### src/rtl/add8u_err_mon.sv
// Error monitor for an approximate 8-bit unsigned adder: measures |error| sum,
// squared-error sum, worst-case error and error count over 2^WIN_LOG2 samples.
module add8u_err_mon #(
  parameter int WIN_LOG2 = 16
) (
  input  logic                  clk,
  input  logic                  rst_n,
  input  logic                  start,
  input  logic                  clear,
  input  logic                  in_valid,
  output logic                  in_ready,
  input  logic [7:0]            a,
  input  logic [7:0]            b,
  input  logic [8:0]            o_apx,
  output logic                  busy,
  output logic                  done,
  output logic [WIN_LOG2+8:0]   sum_abs,
  output logic [WIN_LOG2+17:0]  sum_sq,
  output logic [8:0]            wce,
  output logic [WIN_LOG2:0]     err_cnt
);

  localparam int AW = WIN_LOG2 + 9;
  localparam int QW = WIN_LOG2 + 18;
  localparam int CW = WIN_LOG2 + 1;
  localparam logic [CW-1:0] LAST = CW'((1 << WIN_LOG2) - 1);

  typedef enum logic [1:0] {IDLE, RUN, DRAIN, DONE} state_t;

  state_t         state_q, state_d;
  logic [CW-1:0]  cnt_q, cnt_d;
  logic           dcnt_q, dcnt_d;
  logic           in_ready_q, in_ready_d;
  logic           busy_q, busy_d;
  logic           done_q, done_d;
  logic [8:0]     e_p1_q, e_p1_d;
  logic           nz_p1_q, nz_p1_d;
  logic           vld_p1_q, vld_p1_d;
  logic [AW-1:0]  sum_abs_q, sum_abs_d;
  logic [QW-1:0]  sum_sq_q, sum_sq_d;
  logic [8:0]     wce_q, wce_d;
  logic [CW-1:0]  err_cnt_q, err_cnt_d;
  logic [17:0]    sq_p1;
  logic           accept;

  // Magnitude of (approximate - exact); both 9-bit unsigned, result fits 9 bits.
  function automatic logic [8:0] abs_err(input logic [8:0] apx, input logic [8:0] exact);
    logic signed [9:0] d;
    d = $signed({1'b0, apx}) - $signed({1'b0, exact});
    return d[9] ? 9'(-d) : d[8:0];
  endfunction

  always_comb begin
    state_d   = state_q;
    cnt_d     = cnt_q;
    dcnt_d    = dcnt_q;
    sum_abs_d = sum_abs_q;
    sum_sq_d  = sum_sq_q;
    wce_d     = wce_q;
    err_cnt_d = err_cnt_q;
    accept    = in_valid && in_ready_q && !clear;

    // stage 1: error magnitude of the accepted sample
    e_p1_d   = abs_err(o_apx, {1'b0, a} + {1'b0, b});
    nz_p1_d  = (e_p1_d != 9'd0);
    vld_p1_d = accept;

    // stage 2: accumulate
    sq_p1 = 18'(e_p1_q) * 18'(e_p1_q);
    if (vld_p1_q) begin
      sum_abs_d = sum_abs_q + AW'(e_p1_q);
      sum_sq_d  = sum_sq_q + QW'(sq_p1);
      err_cnt_d = err_cnt_q + CW'(nz_p1_q);
      if (e_p1_q > wce_q) wce_d = e_p1_q;
    end

    case (state_q)
      IDLE, DONE: begin
        if (start) begin
          state_d   = RUN;
          cnt_d     = '0;
          sum_abs_d = '0;
          sum_sq_d  = '0;
          wce_d     = '0;
          err_cnt_d = '0;
        end
      end
      RUN: begin
        if (accept) begin
          cnt_d = cnt_q + 1'b1;
          if (cnt_q == LAST) begin
            state_d = DRAIN;
            dcnt_d  = 1'b0;
          end
        end
      end
      DRAIN: begin
        dcnt_d = 1'b1;
        if (dcnt_q) state_d = DONE;
      end
      default: state_d = IDLE;
    endcase

    // Abort wins over everything, including the sample still in stage 1.
    if (clear) begin
      state_d   = IDLE;
      cnt_d     = '0;
      vld_p1_d  = 1'b0;
      sum_abs_d = '0;
      sum_sq_d  = '0;
      wce_d     = '0;
      err_cnt_d = '0;
    end

    in_ready_d = (state_d == RUN);
    busy_d     = (state_d == RUN) || (state_d == DRAIN);
    done_d     = (state_d == DONE);
  end

  always_ff @(posedge clk or negedge rst_n) begin
    if (!rst_n) begin
      state_q    <= IDLE;
      cnt_q      <= '0;
      dcnt_q     <= 1'b0;
      in_ready_q <= 1'b0;
      busy_q     <= 1'b0;
      done_q     <= 1'b0;
      vld_p1_q   <= 1'b0;
      sum_abs_q  <= '0;
      sum_sq_q   <= '0;
      wce_q      <= '0;
      err_cnt_q  <= '0;
    end else begin
      state_q    <= state_d;
      cnt_q      <= cnt_d;
      dcnt_q     <= dcnt_d;
      in_ready_q <= in_ready_d;
      busy_q     <= busy_d;
      done_q     <= done_d;
      vld_p1_q   <= vld_p1_d;
      sum_abs_q  <= sum_abs_d;
      sum_sq_q   <= sum_sq_d;
      wce_q      <= wce_d;
      err_cnt_q  <= err_cnt_d;
    end
  end

  // Stage-1 data is qualified by vld_p1_q, so it needs no reset.
  always_ff @(posedge clk) begin
    e_p1_q  <= e_p1_d;
    nz_p1_q <= nz_p1_d;
  end

  assign in_ready = in_ready_q;
  assign busy     = busy_q;
  assign done     = done_q;
  assign sum_abs  = sum_abs_q;
  assign sum_sq   = sum_sq_q;
  assign wce      = wce_q;
  assign err_cnt  = err_cnt_q;

endmodule
### config.mk
export PLATFORM = sky130hd
export DESIGN_NAME = add8u_err_mon
export DESIGN_NICKNAME = d
export VERILOG_FILES = /design/src/rtl/add8u_err_mon.sv
export SDC_FILE = /design/constraint.sdc
export NUM_CORES = 1
export LEC_CHECK = 0
export ABC_AREA = 0
export ABC_CLOCK_PERIOD_IN_PS = 12200
export CORE_MARGIN = 2
export CORE_UTILIZATION = 40
export DETAILED_ROUTE_END_ITERATION = 6
export HOLD_SLACK_MARGIN = 0.03
export PLACE_DENSITY = 0.65
export SYNTH_ARGS = -nofsm -noshare
export SYNTH_HDL_FRONTEND = slang
export SYNTH_SLANG_ARGS = --single-unit
### constraint.sdc
create_clock -name clk -period 12.2 [get_ports clk]
set_input_delay 2.44 -clock clk [delete_from_list [all_inputs] [get_ports clk]]
set_output_delay 2.44 -clock clk [all_outputs]
set_load 0.005 [all_outputs]
* Word-level counts from Yosys, hierarchy flattened
Index checks and enable logic that the tools add are counted.
W data, S select, Z words.
** Storage, ports and cells
- Register bits :: 119
- Latch bits :: 0
- Bits in writable memories :: 0
- Memory bits (read-only) :: 0
- Bits of input ports :: 30
- Output and inout bits :: 88
- Memories :: 0
** Operators by class
- $add $sub $neg :: 7
- Multipliers :: 1
- Div/mod/pow operators :: 0
- Order comparisons :: 1
- Equal/unequal tests :: 11
- Shift operators :: 0
- Multiplexer cells :: 32
- Bitwise operators :: 0
- Reductions and logical operators :: 11
** Operators by type and width (count)
- $mux W34 :: 4
- $mux W17 :: 7
- $mux W25 :: 4
- $mux W9 :: 6
- $add A34 B18 Y34 :: 1
- $pmux W17 S2 :: 1
- $add A25 B9 Y25 :: 1
- $mul A9 B9 Y18 :: 1
- $add A17 B1 Y17 :: 1
- $add A17 B1 Y17 const B :: 1
- $eq A17 B16 Y1 const B :: 1
- $mux W2 :: 5
- $sub A9 B9 Y10 :: 1
- $add A8 B8 Y9 :: 1
- $gt A9 B9 Y1 :: 1
- $neg A9 Y9 :: 1
- $reduce_bool A9 Y1 :: 1
- $eq A2 B2 Y1 const B :: 4
- $ne A3 B3 Y1 const B :: 2
- $pmux W2 S3 :: 1
- $reduce_and A3 Y1 :: 2
- $eq A2 B1 Y1 const B :: 2
- $ne A2 B2 Y1 const B :: 2
- $mux W1 :: 3
- 8 further kinds :: 9

* Depth between registers and ports, before layout
- Depth in word-level cells :: 7
- Depth in mapped cells :: 23
- Mapped depth without buffers :: 21

* Least setup slack after synthesis
No wires, ideal clock.
- Kind :: register -> register
- Start :: reg e_p1_q[1]
- End :: reg sum_sq_q[22] (netlist: sum_sq[22])
- Setup time :: 79 ps
- Arrival :: 5528 ps
- Path slack :: 6592 ps
- Cell stages (with the launch flop) :: 23
- Cell sequence :: dfxtp_1 > clkbuf_1 > and2_1 > inv_1 > fa_1 > inv_1 > fa_1 > inv_1 > fa_1 > inv_1 > fa_1 > inv_1 > fa_1 > inv_1 > ha_1 > a211oi_1 > a221oi_1 > a31o_2 > a221oi_2 > o21ai_1 > buf_2 > nand4_1 > mux2i_1
** Between the ends
- Cells in the longest elaborated chain, start to end :: 6
** Ends and longest elaborated chain
- start: declaration :: line 36 : logic [8:0] e_p1_q, e_p1_d;
- start signal: assignment :: line 150 : e_p1_q <= e_p1_d;
- $mul A9 B9 Y18 (*) :: line 69 : sq_p1 = 18'(e_p1_q) * 18'(e_p1_q);
- $add A34 B18 Y34 (*) :: line 72 : sum_sq_d = sum_sq_q + QW'(sq_p1);
- $mux W34 (*) :: line 70 : if (vld_p1_q) begin
- $mux W34 :: line 79 : if (start) begin
- $mux W34 (*) :: line 77 : case (state_q)
- $mux W34 (*) :: line 105 : if (clear) begin
- named net sum_sq_d[22] :: line 40 : logic [QW-1:0] sum_sq_q, sum_sq_d;
- end signal: assignment :: line 142 : sum_sq_q <= sum_sq_d;
- end: declaration :: line 40
The timed path passes the listed nets; every way through them passes the cells marked *.
A chain may end at the register's enable or synchronous reset.

* Worst setup path after layout
- Start :: reg e_p1_q[1]
- End :: reg sum_sq_q[33] (netlist: sum_sq[33])
The elaborated chain is that of the path after synthesis.

==> results.md <==
* GP Congestion at 0.835
* Vias in the first global route at 7573
* Cell family with the largest share of critical-path delay: adder cells
* Die width at 158 um
* DP Worst Slack at 5.80 ns
* Stages on worst setup path at 20
* Critical path origin: e_p1_q[1]$_DFF_P_
* WP buf/inv at 6
* Actual slew at the worst max-slew pin at 1.17 ns
* CTS root buf: clkbuf_16
* Drc violations at 0
* Layout cells sized above 1 at 4.10%
* Routed Antenna Nets at 0
* Post-synthesis cell area at 9550 um^2
* CTS tree: built
* Hold Crit Depth at 2
* Most Crowded Layer GR: met2
* Largest net degree at the start of global routing at 81
* Final setup TNS at 0 ns
* R2R cell count at 20
* Startpoint types: flop
* Ports at 118
* Top FF cell, synth: dfrtp_1
* Deepest clock path buffer count at 2
* FP Rows at 56
* Cells after Synth at 1073
* Critical-path top delay cell: a22oi_1
* Clk_skew at 0.0109 ns
* Clock Sinks at 119
* Via density at 5.07
* Syn Nets at 1242
* Final WS setup at 5.78 ns
* Relative slew slack at 21.5%
* Post-route minimum period at 6.42 ns
* Routed vias at 7678
* FMAX at 156 MHz
* Synth Register Bits at 119
* WS Path Type: reg2reg
* Global Route met1 Usage at 24.7%
* Syn avg cell area at 8.90 um^2
* Unique masters post-synth at 67
* Core footprint at 23500 um^2
* Reg2reg setup slack at 5.78 ns
* Setup violations, final at 0
* Crit path max fanout at 14
* Reg2reg end: sum_sq[33]$_DFF_PN0_
* Post_cts resized at 0
* Critical Path, Cell by Cell: and2_1 > inv_1 > fa_1 > inv_1 > fa_1 > inv_1 > fa_1 > inv_1 > fa_1 > inv_1 > fa_1 > inv_1 > ha_1 > a2111oi_1 > o211ai_1 > and3_1 > a221o_1 > a22oi_1 > o21ai_0 > a21oi_1
* Max Cap Viol at 0
* Gr ovfl total at 0
* Sequential fraction of the synthesis area at 30.7%
* CP max stage delay at 0.64 ns
* Synth async-reset ratio at 91.6%
* Port bufs at 117
* First-pass GRT wire length at 36900 um
* H-tree depth at 4
* Clk slew on worst S/H paths at 0.06 ns
* RSZ-0062 raised after global routing: false
* Commonest non-fill, non-tap cell in the layout: inv_1
* Gr usage total at 18.3%
* Area delta synth->final at 21.8%
* Worst Setup EP: sum_sq[33]$_DFF_PN0_
* NumNets Final at 1351
* DRT Wirelength at 21700 um
* Post-CTS Setup Bufs at 0
* Status: finished, final reports clean
* Cts hold-fix bufs at 0
* Clock Latency Late Sink at 0.42 ns
* Post-synth EDFFs at 0
* Met2 usage at 29.8%
* Yosys warning total at 0
* Post-detail-place hpwl at 15800 um
* Global routing usage on met3 at 4.55%
* Hold Crit Class: reg2reg
* Router iterations before antenna repair at 4
* Most used cells in the layout excluding fill and tap cells: inv_1, nor2_1, clkdlybuf4s50_1
* Most used cell, CP: inv_1
* DIE AREA at 25100 um^2
* Arrival @ worst endpoint at 6.75 ns
* Final Max Tran Viols at 0
* Routed length per instance at 14.3 um
* Crit. End Element: flop
* Reg2reg start: e_p1_q[1]$_DFF_P_
* Initial antenna violation count at 0
* Starting DRT DRC Count at 357
* Fin. Hold Viols at 0
* Die Ht at 158 um
* Antenna Cells at 0
* Req. time, crit path at 12.53 ns
* Starting density of the core at 40.7%
* Fin crit share at 52.6%
* TritonCTS buffer count at 17
[cells in the mapped netlist (2+ instances only)]
cell type | count | area share (%)
nor2_1 | 121 | 4.8
clkbuf_1 | 21 | 0.83
nand3_1 | 21 | 1.1
nor4b_1 | 2 | 0.18
a211oi_1 | 8 | 0.63
o21ai_0 | 63 | 3.3
a2111o_1 | 2 | 0.24
a21oi_1 | 53 | 2.8
nand2b_1 | 11 | 0.72
o21a_1 | 11 | 0.87
and4_1 | 3 | 0.28
nor3_1 | 11 | 0.58
o221ai_1 | 2 | 0.18
nor2b_1 | 12 | 0.79
fa_1 | 54 | 11
a31o_2 | 2 | 0.18
ha_1 | 85 | 11
o22ai_1 | 3 | 0.20
inv_1 | 148 | 5.8
buf_1 | 4 | 0.16
and2_1 | 23 | 1.5
o211ai_1 | 2 | 0.16
nor4_1 | 2 | 0.13
xnor2_1 | 30 | 2.8
mux2i_1 | 30 | 3.1
a221oi_1 | 2 | 0.18
a41o_1 | 3 | 0.31
or3_1 | 12 | 0.79
o31ai_1 | 6 | 0.47
a22o_1 | 3 | 0.28
nand4_1 | 13 | 0.85
nand3b_1 | 3 | 0.24
dfrtp_1 | 109 | 29
a31oi_1 | 7 | 0.46
and3_1 | 21 | 1.4
dfxtp_1 | 10 | 2.1
xor2_1 | 35 | 3.2
nand4b_1 | 2 | 0.18
a21o_1 | 10 | 0.79
a41oi_1 | 2 | 0.18
nand2_1 | 77 | 3.0
buf_2 | 4 | 0.21
nor3b_1 | 3 | 0.24
o21ai_1 | 2 | 0.10
o21bai_1 | 3 | 0.24
[through the flow]
stage | cells | util, % | area [um^2] | hold slack (ns)
floorplan | 1073 | - | 9550 | 0.450
global placement | 1482 | 46.9 | 11000 | 0.467
detailed placement | 1482 | 46.9 | 11000 | 0.478
CTS | 1514 | 49.5 | 11600 | 0.493
global route | 1514 | 49.5 | 11600 | 0.517
finish | 1514 | 49.5 | 11600 | 0.491
[registers in the layout, summed over array words and instances, names as in the netlist]
signal and cells:
in_ready 1, sum_abs 25, dcnt_q 1, e_p1_q 9, nz_p1_q 1, busy 1
done 1, vld_p1_q 1, sum_sq 34, wce 9, cnt_q 17, state_q 2
err_cnt 17
[how the worst min path moves through the flow]
stage / startpoint / to / slack [ns]
final: cnt_q[16]$_DFFE_PN0P_ / cnt_q[16]$_DFFE_PN0P_ / 0.49
after floorplan: cnt_q[16]$_DFFE_PN0P_ / cnt_q[16]$_DFFE_PN0P_ / 0.45
after detailed placement: cnt_q[16]$_DFFE_PN0P_ / cnt_q[16]$_DFFE_PN0P_ / 0.48
after CTS: cnt_q[16]$_DFFE_PN0P_ / cnt_q[16]$_DFFE_PN0P_ / 0.49
after global placement: cnt_q[16]$_DFFE_PN0P_ / cnt_q[16]$_DFFE_PN0P_ / 0.47
after global routing: cnt_q[8]$_DFFE_PN0P_ / cnt_q[8]$_DFFE_PN0P_ / 0.52
[per-layer routing]
layer	part of all wire (%)	wire, um
met5	0	0
met4	0.90	195
met3	4.0	877
met2	47	10300
met1	48	10300
[layout make-up]
cell class	count	area (um^2)
tap	319	399
multi-input combinational	775	5930
fill	2233	11800
clock buffer	19	443
clock inverter	13	170
timing repair buffer	121	1200
inverter	148	556
sequential	119	2930
[tightest hold or removal path, delay by kind of cell (launching register included)]
kind	cells	cell delay, ns
and+or+nand+nor	1	0.05
AOI/OAI and AO/OA	1	0.06
DFF	1	0.35
[cells by family after synthesis]
kind of cell             synth area share [%]
adder cells (fa/ha/maj)                  22.5
buffers and inverters                    7.21
XOR/XNOR                                 6.13
flip-flops                               30.7
AO/OA/AOI/OAI                            12.9
multiplexers                             3.15
AND/OR/NAND/NOR                          17.4
Power is not shown: default switching activity piles up to over one toggle a cycle in this logic, so the estimate is an artifact.
